===== config.mk =====
export PLATFORM = sky130hd
export DESIGN_NAME = regbank_mp
export DESIGN_NICKNAME = d
export VERILOG_FILES = /design/src/rtl/regbank_pkg.sv /design/src/rtl/regbank_rdport.sv /design/src/rtl/regbank_mp.sv
export SDC_FILE = /design/constraint.sdc
export NUM_CORES = 1
export LEC_CHECK = 0
export CELL_PAD_IN_SITES_DETAIL_PLACEMENT = 0
export CELL_PAD_IN_SITES_GLOBAL_PLACEMENT = 2
export CORE_MARGIN = 3
export CORE_UTILIZATION = 46
export DETAILED_ROUTE_END_ITERATION = 7
export HOLD_SLACK_MARGIN = 0.15
export PLACE_DENSITY_LB_ADDON = 0.15
export SETUP_SLACK_MARGIN = 0.4
export SLEW_MARGIN = 20
export SYNTH_ARGS = -nofsm -noshare
export SYNTH_HDL_FRONTEND = slang
export SYNTH_SLANG_ARGS = --single-unit

===== constraint.sdc =====
create_clock -name clk -period 3.3 [get_ports clk]
set_clock_uncertainty 0.15 [all_clocks]
set_input_delay 0.33 -clock clk [delete_from_list [all_inputs] [get_ports clk]]
set_output_delay 0.33 -clock clk [all_outputs]
set_load 0.1 [all_outputs]

===== src/rtl/regbank_pkg.sv =====
`default_nettype none
// ============================================================================
// Module      : regbank_pkg
// Description : Shared definitions for the multi-port register bank:
//               default widths, the read-port state encoding and the CPSR
//               flag bit positions used by issue-side logic.
// Revision    : 1.0 - initial release
// ============================================================================
package regbank_pkg;

    // Default geometry of the bank
    localparam int c_def_data_w = 32;
    localparam int c_def_addr_w = 4;

    // Read-port FSM: IDLE accepts requests, WAIT holds a read stalled on a
    // register that is still awaiting writeback.
    typedef enum logic [0:0] {
        RP_IDLE = 1'b0,
        RP_WAIT = 1'b1
    } rp_state_t;

    // CPSR condition flag positions
    localparam int c_cpsr_n = 31;
    localparam int c_cpsr_z = 30;
    localparam int c_cpsr_c = 29;
    localparam int c_cpsr_v = 28;

endpackage : regbank_pkg
`default_nettype wire


===== src/rtl/regbank_rdport.sv =====
`default_nettype none
// ============================================================================
// Module      : regbank_rdport
// Description : One read port of the register bank. An unlocked read acks
//               one cycle after the request. A read of a pending register
//               parks in WAIT and is released by the writeback to that
//               index, which also supplies the returned data.
// Ports       : clk, rstN        - clock, asynchronous active-low reset
//               i_req, i_addr    - read request pulse and index
//               i_locked         - target is pending in the post-write view
//               i_fwd_data       - target contents in the post-write view
//               i_wr_req/addr/data - writeback bus, used to wake from WAIT
//               o_ack            - one-cycle data-valid pulse
//               o_data           - read data, held until the next ack
//               o_busy           - port holds a stalled read
// Revision    : 1.0 - initial release
// ============================================================================
module regbank_rdport
    import regbank_pkg::*;
#(
    parameter int DATA_W = c_def_data_w,
    parameter int ADDR_W = c_def_addr_w
) (
    input  logic              clk,
    input  logic              rstN,
    input  logic              i_req,
    input  logic [ADDR_W-1:0] i_addr,
    input  logic              i_locked,
    input  logic [DATA_W-1:0] i_fwd_data,
    input  logic              i_wr_req,
    input  logic [ADDR_W-1:0] i_wr_addr,
    input  logic [DATA_W-1:0] i_wr_data,
    output logic              o_ack,
    output logic [DATA_W-1:0] o_data,
    output logic              o_busy
);

    rp_state_t         r_state;
    rp_state_t         w_state_nxt;
    logic [ADDR_W-1:0] r_addr;
    logic [ADDR_W-1:0] w_addr_nxt;
    logic [DATA_W-1:0] r_data;
    logic [DATA_W-1:0] w_data_nxt;
    logic              r_ack;
    logic              w_ack_nxt;
    logic              r_busy;
    logic              w_busy_nxt;

    always_ff @(posedge clk or negedge rstN) begin
        if (!rstN) begin
            r_state <= RP_IDLE;
            r_addr  <= '0;
            r_data  <= '0;
            r_ack   <= 1'b0;
            r_busy  <= 1'b0;
        end else begin
            r_state <= w_state_nxt;
            r_addr  <= w_addr_nxt;
            r_data  <= w_data_nxt;
            r_ack   <= w_ack_nxt;
            r_busy  <= w_busy_nxt;
        end
    end

    always_comb begin
        w_state_nxt = r_state;
        w_addr_nxt  = r_addr;
        w_data_nxt  = r_data;
        w_ack_nxt   = 1'b0;
        w_busy_nxt  = 1'b0;
        case (r_state)
            RP_IDLE: begin
                if (i_req) begin
                    if (i_locked) begin
                        w_state_nxt = RP_WAIT;
                        w_addr_nxt  = i_addr;
                        w_busy_nxt  = 1'b1;
                    end else begin
                        w_ack_nxt  = 1'b1;
                        w_data_nxt = i_fwd_data;
                    end
                end
            end
            RP_WAIT: begin
                // Busy stays up through the ack cycle so the consumer sees
                // busy and ack overlap for one cycle on release.
                w_busy_nxt = 1'b1;
                if (i_wr_req && (i_wr_addr == r_addr)) begin
                    w_state_nxt = RP_IDLE;
                    w_ack_nxt   = 1'b1;
                    w_data_nxt  = i_wr_data;
                end
            end
            default: begin
                w_state_nxt = RP_IDLE;
            end
        endcase
    end

    assign o_ack  = r_ack;
    assign o_data = r_data;
    assign o_busy = r_busy;

endmodule : regbank_rdport
`default_nettype wire


===== src/rtl/regbank_mp.sv =====
`default_nettype none
// ============================================================================
// Module      : regbank_mp
// Description : Multi-port register bank with NRD clocked read ports, one
//               writeback port, a PC update port and a masked CPSR. A busy
//               scoreboard marks registers awaiting writeback; reads of such
//               registers stall in their port until the write arrives.
// Ports       : clk, rstN                  - clock, async active-low reset
//               rdReqIn/rdAddrIn           - per-port read request / index
//               rdAckOut/rdDataOut/rdBusyOut - per-port ack, data, stall
//               wrReqIn/wrAddrIn/wrDataIn  - writeback
//               lockReqIn/lockAddrIn       - mark destination pending
//               pcWeIn/pcIn, pcOut         - PC update and current PC
//               cpsrWeIn/cpsrMaskIn/cpsrIn, cpsrOut - masked CPSR update
// Revision    : 1.0 - initial release
// ============================================================================
module regbank_mp
    import regbank_pkg::*;
#(
    parameter int DATA_W = c_def_data_w,
    parameter int ADDR_W = c_def_addr_w,
    parameter int NRD    = 2,
    parameter int PC_IDX = (1 << ADDR_W) - 1
) (
    input  logic                  clk,
    input  logic                  rstN,
    input  logic [NRD-1:0]        rdReqIn,
    input  logic [NRD*ADDR_W-1:0] rdAddrIn,
    output logic [NRD-1:0]        rdAckOut,
    output logic [NRD*DATA_W-1:0] rdDataOut,
    output logic [NRD-1:0]        rdBusyOut,
    input  logic                  wrReqIn,
    input  logic [ADDR_W-1:0]     wrAddrIn,
    input  logic [DATA_W-1:0]     wrDataIn,
    input  logic                  lockReqIn,
    input  logic [ADDR_W-1:0]     lockAddrIn,
    input  logic                  pcWeIn,
    input  logic [DATA_W-1:0]     pcIn,
    output logic [DATA_W-1:0]     pcOut,
    input  logic                  cpsrWeIn,
    input  logic [DATA_W-1:0]     cpsrMaskIn,
    input  logic [DATA_W-1:0]     cpsrIn,
    output logic [DATA_W-1:0]     cpsrOut
);

    localparam int                c_nregs   = 1 << ADDR_W;
    localparam logic [ADDR_W-1:0] c_pc_addr = ADDR_W'(PC_IDX);

    logic [DATA_W-1:0]  r_regs [c_nregs];
    logic [c_nregs-1:0] r_lock;
    logic [c_nregs-1:0] w_lock_nxt;
    logic [DATA_W-1:0]  r_cpsr;
    logic               w_pc_wr;

    // ------------------------------------------------------------------
    // Register array. A writeback to the PC index beats a fetch update
    // in the same cycle (branch target wins over sequential PC).
    // ------------------------------------------------------------------
    assign w_pc_wr = pcWeIn && !(wrReqIn && (wrAddrIn == c_pc_addr));

    always_ff @(posedge clk or negedge rstN) begin
        if (!rstN) begin
            for (int i = 0; i < c_nregs; i++) begin
                r_regs[i] <= '0;
            end
        end else begin
            if (wrReqIn) begin
                r_regs[wrAddrIn] <= wrDataIn;
            end
            if (w_pc_wr) begin
                r_regs[PC_IDX] <= pcIn;
            end
        end
    end

    // ------------------------------------------------------------------
    // Busy scoreboard. The set is applied after the clear so a new
    // producer issued in the writeback cycle of the old one keeps the
    // register pending. Fetch PC updates never touch the lock bits.
    // ------------------------------------------------------------------
    always_comb begin
        w_lock_nxt = r_lock;
        if (wrReqIn) begin
            w_lock_nxt[wrAddrIn] = 1'b0;
        end
        if (lockReqIn) begin
            w_lock_nxt[lockAddrIn] = 1'b1;
        end
    end

    always_ff @(posedge clk or negedge rstN) begin
        if (!rstN) begin
            r_lock <= '0;
        end else begin
            r_lock <= w_lock_nxt;
        end
    end

    // ------------------------------------------------------------------
    // CPSR: per-bit masked update
    // ------------------------------------------------------------------
    always_ff @(posedge clk or negedge rstN) begin
        if (!rstN) begin
            r_cpsr <= '0;
        end else if (cpsrWeIn) begin
            r_cpsr <= (r_cpsr & ~cpsrMaskIn) | (cpsrIn & cpsrMaskIn);
        end
    end

    assign pcOut   = r_regs[PC_IDX];
    assign cpsrOut = r_cpsr;

    // ------------------------------------------------------------------
    // Read ports. Each sees its target in the post-write view: a
    // same-cycle writeback unlocks the target and forwards its data.
    // ------------------------------------------------------------------
    genvar gp;
    generate
        for (gp = 0; gp < NRD; gp++) begin : g_rdport
            logic [ADDR_W-1:0] w_addr;
            logic              w_wr_hit;
            logic              w_locked;
            logic [DATA_W-1:0] w_fwd_data;

            assign w_addr     = rdAddrIn[gp*ADDR_W +: ADDR_W];
            assign w_wr_hit   = wrReqIn && (wrAddrIn == w_addr);
            assign w_locked   = r_lock[w_addr] && !w_wr_hit;
            assign w_fwd_data = w_wr_hit ? wrDataIn : r_regs[w_addr];

            regbank_rdport #(
                .DATA_W (DATA_W),
                .ADDR_W (ADDR_W)
            ) u_rdport (
                .clk        (clk),
                .rstN       (rstN),
                .i_req      (rdReqIn[gp]),
                .i_addr     (w_addr),
                .i_locked   (w_locked),
                .i_fwd_data (w_fwd_data),
                .i_wr_req   (wrReqIn),
                .i_wr_addr  (wrAddrIn),
                .i_wr_data  (wrDataIn),
                .o_ack      (rdAckOut[gp]),
                .o_data     (rdDataOut[gp*DATA_W +: DATA_W]),
                .o_busy     (rdBusyOut[gp])
            );
        end
    endgenerate

endmodule : regbank_mp
`default_nettype wire


==> results of run 1 <==
metal layers:
metal	GRT usage	share of wire
met1	0.3680	0.43
met4	0.07195	0.025
met2	0.4522	0.51
met3	0.03550	0.043
met5	0	0
cell families after synthesis:
family | count (synthesis)
compound gates | 197
flops | 638
buf+inv | 244
mux | 952
simple gates | 195
xor+xnor | 16
flip-flops by register name, indices dropped and copies added, names as in the netlist, named ones only:
name / count
g_rdport.u_rdport.o_data: 64
pcOut: 32
g_rdport.u_rdport.r_addr: 8
g_rdport.u_rdport.r_state: 2
r_regs: 480
g_rdport.u_rdport.o_busy: 2
r_lock: 16
g_rdport.u_rdport.o_ack: 2
placed cells by master, fill, tap and decap left out, drive strengths merged, types with 3 or more instances in the layout:
cell,n
a22oi,128
a31oi,6
and2,4
and3,4
buf,148
bufinv,4
clkbuf,113
clkdlybuf4s50,220
clkinv,11
dfrtp,638
dlygate4sd3,4
inv,3
mux2,650
mux2i,38
mux4,264
nand2,140
nand2b,9
nand3,7
nand3b,4
nor2,13
nor2b,7
nor3,4
o21ai,52
o31ai,4
xnor2,4
xor2,12
final cells by class:
class	count	area [µm²]	area share
Clock inverter	16	193.9	0.004876
Tap cell	940	1176	0.02957
Inverter	3	11.26	0.0002831
Multi-Input combinational cell	1360	16150	0.4061
Sequential cell	638	15970	0.4014
Clock buffer	113	2313	0.05816
Timing Repair Buffer	372	3964	0.09965
path summary, 6_finish.rpt:
kind	endpoint	slack, ns	cells after the start
max in group asynchronous	r_regs[77]	1.94	3
min in group asynchronous	r_lock[4]	0.29	3
worst min register to register	flop	0.36	1
worst min-delay path	g_rdport[1].u_rdport.r_addr[0]	0.17	2
worst max-delay path	g_rdport[0].u_rdport.o_data[14]	0.56	8
worst max register to register	g_rdport[1].u_rdport.o_data[18]	0.88	6
metrics by stage:
stage / power [mW] / cell area [µm²] / setup WS [ns]
after floorplan: 19.21 / 33180 / 0.8396
after global placement: 21.99 / 37200 / 0.3072
after detailed placement: 22.30 / 37200 / 0.2818
after CTS: 30.84 / 39780 / 0.5634
after global routing: 31.86 / 39780 / 0.4938
final: 30.62 / 39780 / 0.5648
power by group through the flow:
stage          registers, mW  logic, mW  clock network (mW)
2_1_floorplan           14.1       5.09                   0
3_5_place_dp            11.4       10.9                   0
4_1_cts                 11.3       10.9                8.61
5_1_grt                 11.6       11.4                8.92
3_3_place_gp            11.3       10.7                   0
6_report                11.3       10.9                8.44
==> impl_results.md, run 1 <==
* Run status: complete, no violations
* Synth Area in Simple Gates at 0.02500
* Ys async rst share at 1.000
* Dpl hpwl at 59.90 mm
* Unique masters post-synth at 33
* # diodes at 0
* Mapped Avg Cell Area at 14.80 µm²
* Most frequent cell after synthesis: mux2_2
* Post-synthesis adder-cell area fraction at 0
* # rows at slightly below 100
* Crit path launch: rdAddrIn[0]
* Post-route setup TNS at 0 ns
* Share of power burned in registers at 0.370
* Maximum clock rate at 365.6 MHz
* Clock Path Buffers at 3
* Global-route wire length before repair at 151.0 mm
* FILL cells at between 5k and 6k
* Chip Width at between 200 and 300 µm
* Final #Nets at about 2.6k
* Synth Area in XOR/XNOR at 0.004223
* Residual DRC at 0
* Cell chain of the critical path: dlygate4sd3_1, buf_8, buf_12, mux4_2, a22oi_1, nand2_1, mux2_2, mux2_2
* Worst Path Required at 3.65 ns
* Share of the synthesized area in the top cell type at 0.4812
* Max-Slew Margin vs Limit at 0.3019
* CP max stage cell: dlygate4sd3_1
* Min Tclk post-route at 2.735 ns
* Clock power frac at 0.276
* DR WL/cell at about 29 µm
* GP Congestion at between 0.7 and 0.8
* Multiplexer share of the synthesized area at 0.4113
* Vias in the first global route at 22.79k
* DIE HEIGHT at ~270 µm
* Remaining global-route overflow at 0
* Antenna viol nets, final at 0
* Worst-skew pair later-pin latency at around 0.62 ns
* Syn Std Cell Area at ~33,000 µm²
* # setup viols final at 0
* Routed wire length at 99.64 mm
* Syn Nets at approximately 2.4k
* Comb power frac at 0.354
* Switch share at 0.3658
* Critical path buffer and inverter count at 3
* Main synth FF type: dfrtp_1
* Share of layout cells above drive strength 1 at 0.4832
* CTS tree: built
* Critical Path AT at approximately 3.1 ns
* PostCTS Resize Cnt at 0
* Setup Buffers After CTS at 0
* Register area share after synthesis at 0.4812
* Port bufs at roughly 280
* Setup CP Type: in -> reg
* Fin cells at approximately 3.4k
* # hold bufs at CTS at 5
* Net switching power at between 10 and 15 mW
* R2r startpoint: r_lock[13]
* Number of H-tree levels at 3
* Top Family by Delay on Critical Path: buffers and inverters
* Hold WS at 0.1687 ns
* Core Util, Final at 0.5622
* Synth Area in Compound Gates at 0.04110
* Main area contributors after synthesis: dfrtp_1 (48%), mux2_2 (22%), mux4_2 (18%), a22oi_1 (2.9%), clkbuf_1 (1.7%)
* Drt first pass iters at 5
* Clk sinks at roughly 640
* CP max FO at 33
* Peak supply drop at approximately 720 µV
* Type of the worst min-delay path: in -> reg
* CP most frequent cell: mux2_2
* Worst Setup Start Kind: input pin
* Number of synthesized flops with an enable pin at 0
* Initial antenna violation count at 0
* Placed cells at 3,308
* Largest family of logic cells by synthesized area: multiplexers
* Clock slew at reported path FFs at 0.06 ns
* Fin. max-slew vios at 0
* RSZ-0062 raised after global routing: false
* Hold Crit Start: rdAddrIn[4]
* Worst slew pin tran at around 1.0 ns
* Starting Density at 0.4689
* Crit path largest cell delay at approximately 0.56 ns
* Syn. warnings at 0
* Vias at between 20k and 25k
* Post-synth top area cell: dfrtp_1
* Gate Count Post-Synth at around 2.2k
* Initial DRC count at roughly 1.3k
* Period utilisation layout at 0.8289
* CTS Root Cell: clkbuf_16
* Critical Path Sink Type: flop
* Core box area at 70,760 µm²
* Power per cell area at slightly below 800 nW/µm²
* Inserted Clock Buffers at between 70 and 80
* Die ar. at 75,390 µm²
* I/O pin total at ~280
* Area grow syn2layout at 19.88%
* Synth top cells by count: mux2_2 (650), dfrtp_1 (638), mux4_2 (264)
* Yosys reg bits at approximately 640
* Via density at between 6 and 7
* Final hold vios at 0
* Total track usage at 0.2680
* Pint at slightly below 20 mW
* Largest net degree at the start of global routing at about 120
* Max Cap Violations at 0
* Leakage at between 15 and 20 nW
No activity file was read; power rests on OpenSTA's default activity.
==> run 2: changes to the inputs <==
CORE_UTILIZATION = 42   (was 46)
clock period = 2.6 ns   (was 3.3 ns; I/O delays follow)
==> run 2 against run 1 <==
Effect of this change:
- worst hold slack improved by 0.013 ns
- routed wire length up 4.1%
- count of clock-buffer cells in the layout is the same
- global-route usage decreased by 1.5 points
- flip-flop and latch count did not move
==> impl_results.md, run 2 (same netlist as run 1, synthesis figures left out) <==
* Cell chain of the critical path: mux4_2, mux2i_2, mux2i_4, a31oi_4, buf_12, buf_16, mux2_2
* Worst R2R End: g_rdport[0].u_rdport.o_data[23]
* Hold Crit Start: pcIn[2]
* Critical path destination: g_rdport[0].u_rdport.o_data[23]
* Max-Slew Margin vs Limit at 0.5489
* Vias at between 20k and 25k
* Clock Path Buffers at 3
* Share of layout cells above drive strength 1 at 0.5164
* Post-route cell area at between 40,000 and 50,000 µm²
* RSZ-0062 raised after global routing: true
* Fin. max-slew vios at 0
* Worst Setup Start Kind: flop
* Worst-skew pair later-pin latency at 0.63 ns
* Largest net degree at the start of global routing at 69
* Worst R2R Path Depth at 7
* Final hold vios at 0
* Critical Path AT at between 2 and 3 ns
* DR WL/cell at about 27 µm
* Top Usage Layer GRT: met2
* CTS tree: built
* Drt first pass iters at 5
* Type of the worst min-delay path: in -> reg
* Area grow syn2layout at 27.50%
* Worst Path Required at between 2 and 3 ns
* Placed cells at 3,533
* Final #Nets at 2,834
* Inserted Clock Buffers at 74
* Routed wire length at 103.7 mm
* Run status: complete, no violations
* Critical Path Sink Type: flop
* CP max stage cell: mux4_2
* Leakage at between 15 and 20 nW
* # setup viols final at 0
* Fin cells at roughly 3.8k
* Maximum clock rate at around 410 MHz
* Period utilisation layout at 0.9354
* Chip Width at about 290 µm
* Initial antenna violation count at 1
* Min Tclk post-route at ~2.4 ns
* GP Congestion at 0.8175
* # diodes at 0
* Crit path launch: r_lock[13]
* Grt met3 use at 0.03933
* Starting Density at 0.4262
* Dpl hpwl at roughly 68 mm
* Die ar. at 82,410 µm²
* Met2 Usage GRT at 0.4184
* Reg2reg setup slack at between 0.15 and 0.2 ns
* Design Power at slightly below 40 mW
* CTS Root Cell: clkbuf_16
* Met1 Usage GRT at 0.3472
* Top reg by flops: r_regs
* Crit path largest cell delay at 0.52 ns
* # rows at 102
* FILL cells at roughly 6.4k
* Remaining global-route overflow at 0
* Worst slew pin tran at 0.6750 ns
* Peak supply drop at between 800 and 900 µV
* Setup CP Type: reg -> reg
* Area of the multi-input gates at ~16,000 µm²
* Number of H-tree levels at 3
* Antenna viol nets, final at 0
* Core box area at slightly below 80,000 µm²
* Total track usage at 0.2533
* Clk sinks at ~640
* Placed inst area at 38,530 µm²
* Max Cap Violations at 0
* Via density at around 5.8
* I/O pin total at between 200 and 300
* FF/Latch Area at around 16,000 µm²
* Residual DRC at 0
* Port bufs at between 200 and 300
* Flip-flop count of the largest register after layout at 480
* Clock slew at reported path FFs at 0.05 ns
* Power per cell area at 929.8 nW/µm²
* Commonest non-fill, non-tap cell in the layout: dfrtp_1
* Initial DRC count at 1,337
* Most frequent cells in the layout: dfrtp_1 (638), mux2_2 (634), mux4_2 (264)
* Vias in the first global route at between 20k and 25k
* Global-route wire length before repair at ~160 mm
* CP max FO at 15
* R2r startpoint: r_lock[13]
* DIE HEIGHT at 287.1 µm
-- run 2: changes by cell type in the layout (fill, tap and decap cells not counted), moves of 16 or more --
| cell | change |
|---|---|
| dlygate4sd3_1 | +100 |
| mux2_2 | -16 |
| buf_12 | +36 |
| buf_4 | +166 |
| clkdlybuf4s50_1 | -75 |
| mux2_4 | +16 |
-- run 2: how the worst min path moves through the flow --
stage                        to  cells past startpoint
floorplan             async pin                      0
global placement    r_regs[482]                      1
detailed placement  r_regs[482]                      1
CTS                    pcOut[2]                      3
global route           pcOut[2]                      3
finish                 pcOut[2]                      3
-- run 2: final cells by class --
cell class,instances,share of cell area
well taps,1040,0.03076
clock inverters,17,0.005590
multi-input cells,1360,0.3838
clock buffers,113,0.05229
inverters,3,0.0002662
flip-flops and latches,638,0.3774
repair buffers,605,0.1499
-- run 2: through the flow --
| step | setup WS (ns) | hold slack, ns | util | setup TNS, ns |
|---|---|---|---|---|
| floorplan | 0.3952 | -0.1856 | - | 0 |
| global placement | -0.2055 | 0.1334 | 0.4949 | -12.98 |
| detailed placement | -0.1930 | 0.1368 | 0.4949 | -13.01 |
| CTS | 0.2020 | 0.1579 | 0.5410 | 0 |
| global route | 0.1127 | 0.1865 | 0.5434 | 0 |
| finish | 0.1679 | 0.1822 | 0.5434 | 0 |
-- run 2: power breakdown --
| part | switching (mW) | internal, mW |
|---|---|---|
| Clock | 4.28 | 6.28 |
| Combinational | 8.28 | 6.15 |
| Sequential | 1.88 | 12.5 |
| Total | 14.4 | 24.9 |
-- run 2: per-layer routing --
layer	vias up	wire (µm)
li1	9414	-
met1	11880	45110
met2	570	50900
met3	157	4716
met4	2	2940
met5	-	17
-- run 2: what timing repair did --
| action | 4_1_cts | 5_1_grt |
|---|---|---|
| buffers inserted | 3 | 2 |
| hold buffers | 104 | 0 |
| gates resized for setup | 3 | 23 |
| hold endpoints to repair | 704 | 0 |
| endpoints found under the setup margin | 64 | 67 |
| gates cloned | 2 | 2 |
-- run 2: worst max-delay path, delay by kind of cell, from the launching register on --
family / cells / cell delay (ns)
muxes: 4 / 1.20
DFF: 1 / 0.42
buffers and inverters: 2 / 0.35
AOI/OAI and AO/OA: 1 / 0.17
==> run 3: changes to the inputs <==
GPL_TIMING_DRIVEN = 1   (was unset)
==> results of run 3 <==
Same layout as run 2: the final DEF is identical, and so are final timing and power.
